### config.mk
export PLATFORM = sky130hd
export DESIGN_NAME = sensor_test_packet_gen
export DESIGN_NICKNAME = d
export VERILOG_FILES = /design/src/rtl/sensor_test_pkg.sv /design/src/rtl/test_channel_gen.sv /design/src/rtl/sensor_test_packet_gen.sv
export SDC_FILE = /design/constraint.sdc
export NUM_CORES = 1
export LEC_CHECK = 0
export BUFFER_PORTS_ARGS = -buffer_cell sky130_fd_sc_hd__buf_2
export CAP_MARGIN = 0
export CORE_MARGIN = 2
export CORE_UTILIZATION = 50
export DETAILED_ROUTE_END_ITERATION = 6
export PLACE_DENSITY_LB_ADDON = 0.08
export SYNTH_ARGS = -nofsm -noshare
export SYNTH_HDL_FRONTEND = slang
export SYNTH_HIERARCHICAL = 1
export SYNTH_SLANG_ARGS = --single-unit
### constraint.sdc
create_clock -name CLK -period 3.7 [get_ports CLK]
set_input_delay 0.37 -clock CLK [delete_from_list [all_inputs] [get_ports CLK]]
set_output_delay 0.37 -clock CLK [all_outputs]
set_load 0.01 [all_outputs]
### src/rtl/sensor_test_pkg.sv
// rtl/sensor_test_pkg.sv - shared encodings for the synthetic sensor packet source
package sensor_test_pkg;

  typedef enum logic [1:0] {
    MODE_RAMP     = 2'd0,
    MODE_SAWTOOTH = 2'd1,
    MODE_CONST    = 2'd2,
    MODE_DOWN     = 2'd3
  } mode_e;

  localparam logic [7:0] DEFAULT_ID_BYTE = 8'h4D;
  localparam int         DROP_W          = 8;

endpackage

### src/rtl/test_channel_gen.sv
// rtl/test_channel_gen.sv - one channel's value register and test-pattern stepping
module test_channel_gen
  import sensor_test_pkg::*;
#(
  parameter int                  CH_WIDTH = 16,
  parameter logic [CH_WIDTH-1:0] SEED     = '0,
  parameter int                  RAMP_MAX = 1000
) (
  input  logic                clk,
  input  logic                rst,
  input  logic                tick,
  input  mode_e               mode,
  input  logic                mode_changed,
  output logic [CH_WIDTH-1:0] cur_val,
  output logic [CH_WIDTH-1:0] pkt_val
);

  localparam logic [CH_WIDTH-1:0] LIMIT = CH_WIDTH'(RAMP_MAX);
  localparam logic [CH_WIDTH-1:0] ONE   = CH_WIDTH'(1);

  logic [CH_WIDTH-1:0] val;
  logic [CH_WIDTH-1:0] base;
  logic [CH_WIDTH-1:0] next_val;

  // A mode change restarts the pattern from the seed on this very tick.
  assign base = mode_changed ? SEED : val;

  always_comb begin
    next_val = base;
    unique case (mode)
      MODE_RAMP:     next_val = base + ONE;
      MODE_SAWTOOTH: next_val = (base >= LIMIT) ? SEED : base + ONE;
      MODE_CONST:    next_val = base;
      MODE_DOWN:     next_val = base - ONE;
    endcase
  end

  always_ff @(posedge clk or posedge rst) begin
    if (rst) begin
      val <= SEED;
    end else if (tick) begin
      val <= next_val;
    end
  end

  assign cur_val = val;
  assign pkt_val = base;

endmodule

### src/rtl/sensor_test_packet_gen.sv
// rtl/sensor_test_packet_gen.sv - synthetic multi-channel sensor packet source with
// valid/ready hold and saturating overrun counter
module sensor_test_packet_gen
  import sensor_test_pkg::*;
#(
  parameter int          NUM_CH     = 3,
  parameter int          CH_WIDTH   = 16,
  parameter int          TS_WIDTH   = 24,
  parameter logic [7:0]  ID_BYTE    = DEFAULT_ID_BYTE,
  parameter int          CH_SPACING = 50,
  parameter int          RAMP_MAX   = 1000,
  localparam int         PKT_W      = NUM_CH*CH_WIDTH + TS_WIDTH + 8
) (
  input  logic                CLK,
  input  logic                RESET,
  input  logic                SAMPLE_TICK,
  input  logic [1:0]          MODE,
  input  logic [TS_WIDTH-1:0] TIMESTAMP,
  output logic [PKT_W-1:0]    PKT_DATA,
  output logic                PKT_VALID,
  input  logic                PKT_READY,
  output logic [DROP_W-1:0]   DROP_COUNT
);

  mode_e                      mode_in;
  mode_e                      last_mode;
  logic                       mode_changed;
  logic                       load;
  logic [NUM_CH*CH_WIDTH-1:0] chans;
  logic [CH_WIDTH-1:0]        cur_vals [NUM_CH];

  assign mode_in      = mode_e'(MODE);
  assign mode_changed = (mode_in != last_mode);
  assign load         = SAMPLE_TICK && (!PKT_VALID || PKT_READY);

  for (genvar g = 0; g < NUM_CH; g++) begin : g_ch
    test_channel_gen #(
      .CH_WIDTH (CH_WIDTH),
      .SEED     (CH_WIDTH'(g * CH_SPACING)),
      .RAMP_MAX (RAMP_MAX)
    ) u_ch (
      .clk          (CLK),
      .rst          (RESET),
      .tick         (SAMPLE_TICK),
      .mode         (mode_in),
      .mode_changed (mode_changed),
      .cur_val      (cur_vals[g]),
      .pkt_val      (chans[g*CH_WIDTH +: CH_WIDTH])
    );
  end

  // Channels keep stepping on a dropped tick so the pattern stays time-true.
  always_ff @(posedge CLK or posedge RESET) begin
    if (RESET) begin
      last_mode  <= MODE_RAMP;
      PKT_DATA   <= '0;
      PKT_VALID  <= 1'b0;
      DROP_COUNT <= '0;
    end else begin
      if (SAMPLE_TICK) begin
        last_mode <= mode_in;
      end
      if (load) begin
        PKT_DATA  <= {chans, TIMESTAMP, ID_BYTE};
        PKT_VALID <= 1'b1;
      end else if (SAMPLE_TICK) begin
        if (DROP_COUNT != '1) begin
          DROP_COUNT <= DROP_COUNT + DROP_W'(1);
        end
      end else if (PKT_VALID && PKT_READY) begin
        PKT_VALID <= 1'b0;
      end
    end
  end

endmodule

# [Yosys cells after proc, flatten, opt, wreduce, memory -nomap -nowiden]
# Index checks and enable logic that the tools add are counted.
[totals] reg_bits=135 out_inout_bits=89 word_cells=44
[op_classes] add_sub_neg=7 magnitude_cmp=3 eq_ne=6 n_mux=12 n_bitwise=1 n_reduce_logical=8
[ops] cell="$pmux W16 S4" count=3
[ops] cell="$mux W16" count=6
[ops] cell="$add A16 B1 Y16 const B" count=3
[ops] cell="$ge A16 B10 Y1 const B" count=3
[ops] cell="$sub A16 B1 Y16 const B" count=3
[ops] cell="$add A8 B1 Y8 const B" count=1
[ops] cell="$ne A8 B8 Y1 const B" count=1
[ops] cell="$eq A2 B2 Y1 const B" count=2
[ops] cell="$mux W1" count=3
[ops] cell="$reduce_and A3 Y1" count=1
[ops] cell="$eq A2 B1 Y1 const B" count=1
[ops] cell="$logic_and A1 B1 Y1" count=2
[ops] cell="$logic_not A2 Y1" count=1
[ops] cell="$ne A2 B1 Y1 const B" count=1
[ops] cell="$ne A2 B2 Y1" count=1
[ops] cell="$reduce_and A2 Y1" count=1
[ops] cell="$reduce_bool A2 Y1" count=1
[ops] cell="$logic_not A1 Y1" count=1
[ops] cell="$logic_or A1 B1 Y1" count=1
[ops] cell="$not A1 Y1" count=1

# [Logic depth before layout (Yosys ltp)]
# Gate-level depths: netlist of run 1.
[logic_depth] word_depth=5 mapped_depth=12 mapped_depth_nobuf=11

# [Modules after synthesis]
# The synthesis of run 1 kept the hierarchy.
[by_module_without_submodules] module="sensor_test_packet_gen" instances=1 cells_per_inst=212 area_each_um2=3313.2
[by_module_without_submodules] module="test_channel_gen at g_ch[0].u_ch" instances=1 cells_per_inst=239 area_each_um2=1826.8
[by_module_without_submodules] module="test_channel_gen at g_ch[2].u_ch" instances=1 cells_per_inst=204 area_each_um2=1589.0
[by_module_without_submodules] module="test_channel_gen at g_ch[1].u_ch" instances=1 cells_per_inst=195 area_each_um2=1556.5

# [Worst setup path after synthesis of run 1]
# Ideal clock, no wire load.
[synth_timing] path_kind="register to register" from="register last_mode[0]" to="register g_ch[2].u_ch.val[14]" setup_ns=0.126 t_arrival_ns=3.039 required_ns=3.574 path_slack_ns=0.535 stages_incl_launch_ff=12 path_buffers=2 synth_period_minus_slack_ns=3.165 path_cell_list="dfrtp_1 -> xnor2_1 -> nand2_1 -> clkbuf_1 -> clkbuf_1 -> nor2b_1 -> ha_1 -> nand3_1 -> or4_4 -> nor3_4 -> mux2i_1 -> a221o_1"
[synth_between] elab_chain_cells=5 word_cells_on_any_way=7 classes_between="2 x add/sub; 1 x order compare; 1 x eq/ne; 3 x mux"
[synth_rtl] item="start, declared" line_no="sensor_test_packet_gen.sv:26" source="mode_e last_mode;"
[synth_rtl] item="start signal, assigned" line_no="sensor_test_packet_gen.sv:61" source="last_mode <= mode_in;"
[synth_rtl] item="$ne A2 B2 Y1 *" line_no="sensor_test_packet_gen.sv:33" source="assign mode_changed = (mode_in != last_mode);"
[synth_rtl] item="named net mode_changed" line_no="sensor_test_packet_gen.sv:27" source="logic mode_changed;"
[synth_rtl] item="$mux W16 *" line_no="test_channel_gen.sv:26" source="assign base = mode_changed ? SEED : val;"
[synth_rtl] item="named net chans[32]" line_no="sensor_test_packet_gen.sv:29" source="logic [NUM_CH*CH_WIDTH-1:0] chans;"
[synth_rtl] item="$add A16 B1 Y16 or $ge A16 B10 Y1 (tied branches)" line_no="test_channel_gen.sv:31, test_channel_gen.sv:32"
[synth_rtl] item="$mux W16" line_no="test_channel_gen.sv:32" source="MODE_SAWTOOTH: next_val = (base >= LIMIT) ? SEED : base + ONE;"
[synth_rtl] item="$pmux W16 S4 *" line_no="test_channel_gen.sv:30" source="unique case (mode)"
[synth_rtl] item="end signal, assigned" line_no="test_channel_gen.sv:42" source="val <= next_val;"
[synth_rtl] item="end, declared" line_no="test_channel_gen.sv:21" source="logic [CH_WIDTH-1:0] val;"
# The timed path passes the listed nets; every way through them passes the cells marked *.
# A chain may end at the register's enable or synchronous reset.

# [Worst setup path in the final report of run 1]
# Ends and elaborated chain as after synthesis.

==> results.json, run 1 <==
{
  "status": "finished with violations",
  "violations": "DRC",
  "drtIter0Drc": 657,
  "cts.reportedPaths.clkPinSlew_ns": 0.06,
  "dp_hpwl_microns": 14900,
  "required_ns": 4.01,
  "num_rows": 47,
  "cts_hold_buf": 0,
  "end_kind": "flip-flop",
  "startpoint_type": "flip-flop",
  "peakVddDrop_mv": 0.371,
  "skew_ns": 0.00997,
  "finalCritPeriodShare_pct": 77.1,
  "rr_startpoint": "last_mode[0]$_DFFE_PP0P_",
  "synth.avg_cell_area_sq_um": 9.75,
  "first_global_vias": 6940,
  "h-tree-depth": 4,
  "antenna_found_initial": 0,
  "dieArea_sq_um": 17600,
  "die_x_microns": 133,
  "globalplace.congestion": 0.902,
  "synth_top_area_share_pct": 38.1,
  "drc_errors": 3,
  "grt_pass1_wl_microns": 36400,
  "yosysTopAreaCell": "dfrtp_1",
  "setup_slack_ns": 0.846,
  "p_leak_nw": 4.35,
  "worst_pin_slew_ns": 1.09,
  "avgViaCountPerCell": 6.07,
  "finalHoldViolCount": 0,
  "setup_violations": 0,
  "root_buffer": "clkbuf_16",
  "grt_usage_pct": 25.5,
  "clk_latency_ns": 0.43,
  "hold_class": "input port to asynchronous set/reset pin",
  "start_util_pct": 50.5,
  "ys_seq_elements": 132,
  "pre_cts_ws_ns": 0.752,
  "grt_max_degree": 74,
  "powerDensity_nw_per_um2": 460,
  "wirelength_microns": 21700,
  "reg2reg_depth": 11,
  "antenna_cells": 0,
  "cts_resized": 0,
  "synth.distinct_cells": 95,
  "switching_share_pct": 34.0,
  "ant_nets": 0,
  "cap_violations": 0,
  "slew_headroom_pct": 26.9,
  "synth_most_common_cell": "dfrtp_1",
  "numPortBuffers": 114,
  "dr_total_vias": 7086,
  "final_area_sq_um": 9390,
  "cp.arrival_ns": 3.16,
  "cts_buffers": 17,
  "synth_edf_count": 0,
  "grt_overflow": 0,
  "max_freq_ghz": 0.350,
  "core_sq_um": 16400,
  "ys_top_cells_by_area": "dfrtp_1, mux2_1, nand2_1",
  "wl_per_cell_microns": 18.6,
  "internal_power_w": 0.00285,
  "sequentialPowerShare_pct": 41.9,
  "yosys-top-cells-count": "dfrtp_1, mux2_1, nand2_1",
  "cts_buffer_depth": 2,
  "path_class": "flip-flop to flip-flop",
  "ys_dominant_reg_cell": "dfrtp_1",
  "switchingPower_w": 0.00147,
  "ys_warn_count": 6,
  "r2r-end": "g_ch[2].u_ch/cur_val[14]$_DFFE_PP0P_",
  "rsz0062_at_grt": "no",
  "area_growth_pct": 13.3,
  "drive_gt1_share_pct": 21.4,
  "pin_count": 119,
  "firstDrtPassIters": 7,
  "reg2reg_setup_slack_ns": 0.85,
  "power.share.clock_pct": 36.9,
  "final_net_count": 971,
  "period_needed_ns": 2.85,
  "synthCells": 850,
  "syn-cell-area_sq_um": 8290,
  "maxSlewViolCount": 0,
  "die_h_microns": 133,
  "cts_tree": "yes",
  "cts.sinks": 132,
  "path_max_fanout": 13,
  "power_frac_comb_pct": 21.3,
  "yosysSeqAreaShare_pct": 40.0,
  "tns_ns": 0,
  "synth_async_sr_flop_share_pct": 100,
  "cts_setup_buffers": 0,
  "postPlaceCellArea_sq_um": 8840
}
## power by group through the flow
stage                     Sequential [W]  Combinational (W)  Clock [W]
after floorplan                  0.00178           0.000681          0
after global placement           0.00182           0.000891          0
after detailed placement         0.00183           0.000909          0
after CTS                        0.00180           0.000915    0.00162
after global routing             0.00183            0.00101    0.00170
final                            0.00181           0.000918    0.00159
## state kept, by name (all words and copies together) (netlist names)
register	cells
last_mode	2
PKT_DATA	73
PKT_VALID	1
g_ch.u_ch/cur_val	48
DROP_COUNT	8
## cell families (layout without fill, tap and decap cells)
kind of cell             count (synthesis)  in the layout  synth area share [%]
AO/OA/AOI/OAI                          168            168                  15.2
XOR/XNOR                                25             25                  2.64
adder cells (fa/ha/maj)                  7              7                  1.06
buffers and inverters                  112            206                  6.84
flip-flops                             132            132                  40.0
multiplexers                            95             95                  12.7
other                                    1              4                0.0453
AND/OR/NAND/NOR                        310            310                  21.5
## area by class of cell
class                   instances  area [sq um]
clock buffers                  17           425
inverters                      52           196
well taps                     220           275
multi-input cells             609          4430
clock inverters                15           125
repair buffers                122           631
fillers                      1438          7020
flip-flops and latches        132          3310
## critical path: stages, from the launching register on
cell	delay, ns
dfrtp_1	0.39
xnor2_1	0.18
nand2_2	0.19
inv_1	0.20
nand2_1	0.12
inv_1	0.09
ha_1	0.18
nand3_1	0.19
or4_4	0.58
nor3_4	0.20
mux2i_1	0.09
a221o_1	0.32
## per-stage QoR
step | std cells | hold slack [ns] | total power (W) | utilization [%]
floorplan | 853 | 0.282 | 0.00246 | -
global placement | 1135 | 0.468 | 0.00272 | 53.9
detailed placement | 1135 | 0.475 | 0.00273 | 53.9
CTS | 1167 | 0.113 | 0.00434 | 57.2
global route | 1167 | 0.133 | 0.00454 | 57.2
finish | 1167 | 0.106 | 0.00432 | 57.2
## worst max-delay path by stage
stage,startpoint,endpoint,slack (ns),cells after the start
after CTS,last_mode[0]$_DFFE_PP0P_,g_ch[2].u_ch/cur_val[14]$_DFFE_PP0P_,0.85,11
final,last_mode[0]$_DFFE_PP0P_,g_ch[2].u_ch/cur_val[14]$_DFFE_PP0P_,0.85,11
after global placement,MODE[0],g_ch[2].u_ch/cur_val[14]$_DFFE_PP0P_,0.81,12
after floorplan,last_mode[0]$_DFFE_PP0P_,g_ch[2].u_ch/cur_val[14]$_DFFE_PP0P_,0.53,11
after detailed placement,MODE[1],g_ch[2].u_ch/cur_val[14]$_DFFE_PP0P_,0.75,12
after global routing,last_mode[0]$_DFFE_PP0P_,g_ch[2].u_ch/cur_val[14]$_DFFE_PP0P_,0.64,11
## metal layers
layer	up-vias	routed length (microns)	track usage (%)	share of wire, %
li1	3267	-	-	-
met1	3501	10100	36.2	46
met2	294	10000	39.6	46
met3	24	1360	5.25	6.3
met4	0	240	7.23	1.1
met5	-	0	0	0
## placed cells by master, fill, tap and decap left out, types with 5 or more instances in the layout
| master | count |
|---|---|
| clkinv_4 | 7 |
| dfstp_2 | 6 |
| xnor2_1 | 20 |
| nand3_1 | 29 |
| buf_4 | 8 |
| a31oi_1 | 9 |
| xor2_1 | 5 |
| and3_1 | 6 |
| o21a_1 | 6 |
| ha_1 | 7 |
| mux2_1 | 76 |
| buf_2 | 114 |
| nor3_1 | 22 |
| a32oi_1 | 5 |
| o22a_1 | 6 |
| nor2_1 | 50 |
| o21ai_1 | 6 |
| nor2b_1 | 25 |
| a211o_1 | 5 |
| a21oi_1 | 21 |
| o221ai_1 | 9 |
| o311ai_1 | 6 |
| nor4_1 | 10 |
| a22oi_1 | 5 |
| a221o_1 | 8 |
| and4_1 | 5 |
| clkbuf_16 | 17 |
| o211ai_1 | 11 |
| nand2_1 | 74 |
| o21ai_0 | 27 |
| dfrtp_1 | 126 |
| nand2b_1 | 15 |
| mux2i_1 | 14 |
| nand4_1 | 21 |
| nand4b_1 | 5 |
| inv_1 | 48 |
Power figures use the tool's default switching activity.
==> run 2: changes to the inputs <==
clock period = 2.6 ns   (was 3.7 ns; I/O delays follow)
==> run 2 against run 1 <==
The flow now finishes without violations. Flip-flop and latch count stayed put. Hold slack worse by 0.061 ns. Clock power is 45% higher. Global-route usage is 0.56 points higher. Power is 46% higher. Final cell count is 3.9% higher. Sequential share of layout area is 1.6 points lower. Non-clock buffer count is 46 higher. Via count is 2.7% higher. Register-to-register slack worse by 0.79 ns.
==> results.json, run 2 (synthesis gave the netlist of run 1 again) <==
{
  "path_max_fanout": 8,
  "final_area_sq_um": 9850,
  "start_util_pct": 50.5,
  "slew_headroom_pct": 47.5,
  "grt_max_degree": 53,
  "drc_errors": 0,
  "rsz0062_at_grt": "yes",
  "ant_nets": 0,
  "drtIter0Drc": 652,
  "startpoint_type": "flip-flop",
  "first_global_vias": 7426,
  "die_x_microns": 133,
  "grt_overflow": 0,
  "dr_total_vias": 7278,
  "fin_cells": 1213,
  "reg2reg_setup_slack_ns": 0.05,
  "period_needed_ns": 2.55,
  "layout_commonest_cell": "dfrtp_1",
  "sequentialPowerShare_pct": 40.8,
  "avgViaCountPerCell": 6.00,
  "p_leak_nw": 4.59,
  "antenna_cells": 0,
  "required_ns": 2.95,
  "tns_ns": 0,
  "cts_tree": "yes",
  "path_class": "flip-flop to flip-flop",
  "num_rows": 47,
  "peakVddDrop_mv": 0.489,
  "maxSlewViolCount": 0,
  "setup_slack_ns": 0.0514,
  "final_cell_mix": "dfrtp_1, buf_2, mux2_1, nand2_1",
  "dp_cells": 1179,
  "cts.sinks": 132,
  "cts_buffer_depth": 2,
  "grt_usage_pct": 26.0,
  "powerDensity_nw_per_um2": 639,
  "internal_power_w": 0.00414,
  "setup_violations": 0,
  "crit_start": "last_mode[0]$_DFFE_PP0P_",
  "numPortBuffers": 114,
  "finalCritPeriodShare_pct": 98.0,
  "dieArea_sq_um": 17600,
  "dp_hpwl_microns": 16000,
  "cp.arrival_ns": 2.90,
  "globalplace.congestion": 0.920,
  "end_kind": "flip-flop",
  "power.share.clock_pct": 36.5,
  "wl_per_cell_microns": 18.7,
  "pin_count": 119,
  "cts.reportedPaths.clkPinSlew_ns": 0.06,
  "cts_buffers": 17,
  "grt_pass1_wl_microns": 37200,
  "rr_startpoint": "last_mode[0]$_DFFE_PP0P_",
  "antenna_found_initial": 0,
  "die_h_microns": 133,
  "wirelength_microns": 22700,
  "cap_violations": 0,
  "hold_class": "input port to flip-flop",
  "drive_gt1_share_pct": 26.1,
  "switching_share_pct": 34.2,
  "area_growth_pct": 18.9,
  "switchingPower_w": 0.00215,
  "worst_pin_slew_ns": 0.787,
  "root_buffer": "clkbuf_16",
  "core_sq_um": 16400,
  "finalHoldViolCount": 0,
  "status": "finished, final reports clean",
  "max_freq_ghz": 0.392,
  "postPlaceCellArea_sq_um": 9230,
  "largest_register_ffs": 73,
  "firstDrtPassIters": 5,
  "h-tree-depth": 4,
  "hold-worst-slack_ns": 0.0453,
  "power_frac_comb_pct": 22.6,
  "hold_start": "TIMESTAMP[5]",
  "skew_ns": 0.0122,
  "clk_latency_ns": 0.42,
  "pre_cts_ws_ns": 0.0257,
  "final_net_count": 1017,
  "largest-register": "PKT_DATA"
}
[run 2: final timing paths]
check                                                  endpoint  depth (start not counted)
hold / removal                         PKT_DATA[13]$_DFFE_PP0P_                          2
hold reg to reg                        PKT_DATA[49]$_DFFE_PP0P_                          1
min in group asynchronous              last_mode[1]$_DFFE_PP0P_                          3
setup reg to reg           g_ch[2].u_ch/cur_val[14]$_DFFE_PP0P_                         11
max in group asynchronous               PKT_DATA[8]$_DFFE_PP0P_                          4
setup / recovery           g_ch[2].u_ch/cur_val[14]$_DFFE_PP0P_                         11
[run 2: what timing repair did]
action / 4_1_cts / 5_1_grt
setup endpoints to repair: 0 / 9
hold buffers: 1 / 0
setup buffers: 0 / 1
hold endpoints to repair: 32 / 0
resized for setup: 0 / 10
[run 2: metal layers]
metal  up-vias  GRT usage [%]  routed length [microns]
met3        49           5.48                     1490
li1       3372              -                        -
met2       321           41.5                    10700
met4         0           10.2                      537
met5         -              0                        0
met1      3536           34.8                     9980
[run 2: final cells by class]
class | instances | area [sq um]
clock buffer | 17 | 425
multi-input combinational | 609 | 4500
timing repair buffer | 168 | 1010
fill | 1423 | 6560
clock inverter | 15 | 139
tap | 220 | 275
inverter | 52 | 196
sequential | 132 | 3310
[run 2: metrics by stage]
| step | utilization (%) | power [W] |
|---|---|---|
| after floorplan | - | 0.00353 |
| after global placement | 56.2 | 0.00397 |
| after detailed placement | 56.2 | 0.00400 |
| after CTS | 59.7 | 0.00633 |
| after global routing | 60.0 | 0.00662 |
| final | 60.0 | 0.00630 |
[run 2: critical path: stages (launching register included)]
cell      delay [ns]
dfrtp_1         0.40
xnor2_2         0.14
nand2_2         0.20
inv_1           0.10
nand2_1         0.10
buf_4           0.12
ha_2            0.19
and4bb_2        0.27
nand4_1         0.19
or3_1           0.41
a21oi_1         0.20
a221o_1         0.15
[run 2: power groups by stage]
stage / Combinational (W) / Sequential, W / Clock [W]
final: 0.00142 / 0.00257 / 0.00230
after floorplan: 0.000995 / 0.00254 / 0
after global placement: 0.00137 / 0.00259 / 0
after detailed placement: 0.00140 / 0.00260 / 0
after CTS: 0.00141 / 0.00257 / 0.00235
after global routing: 0.00155 / 0.00262 / 0.00245
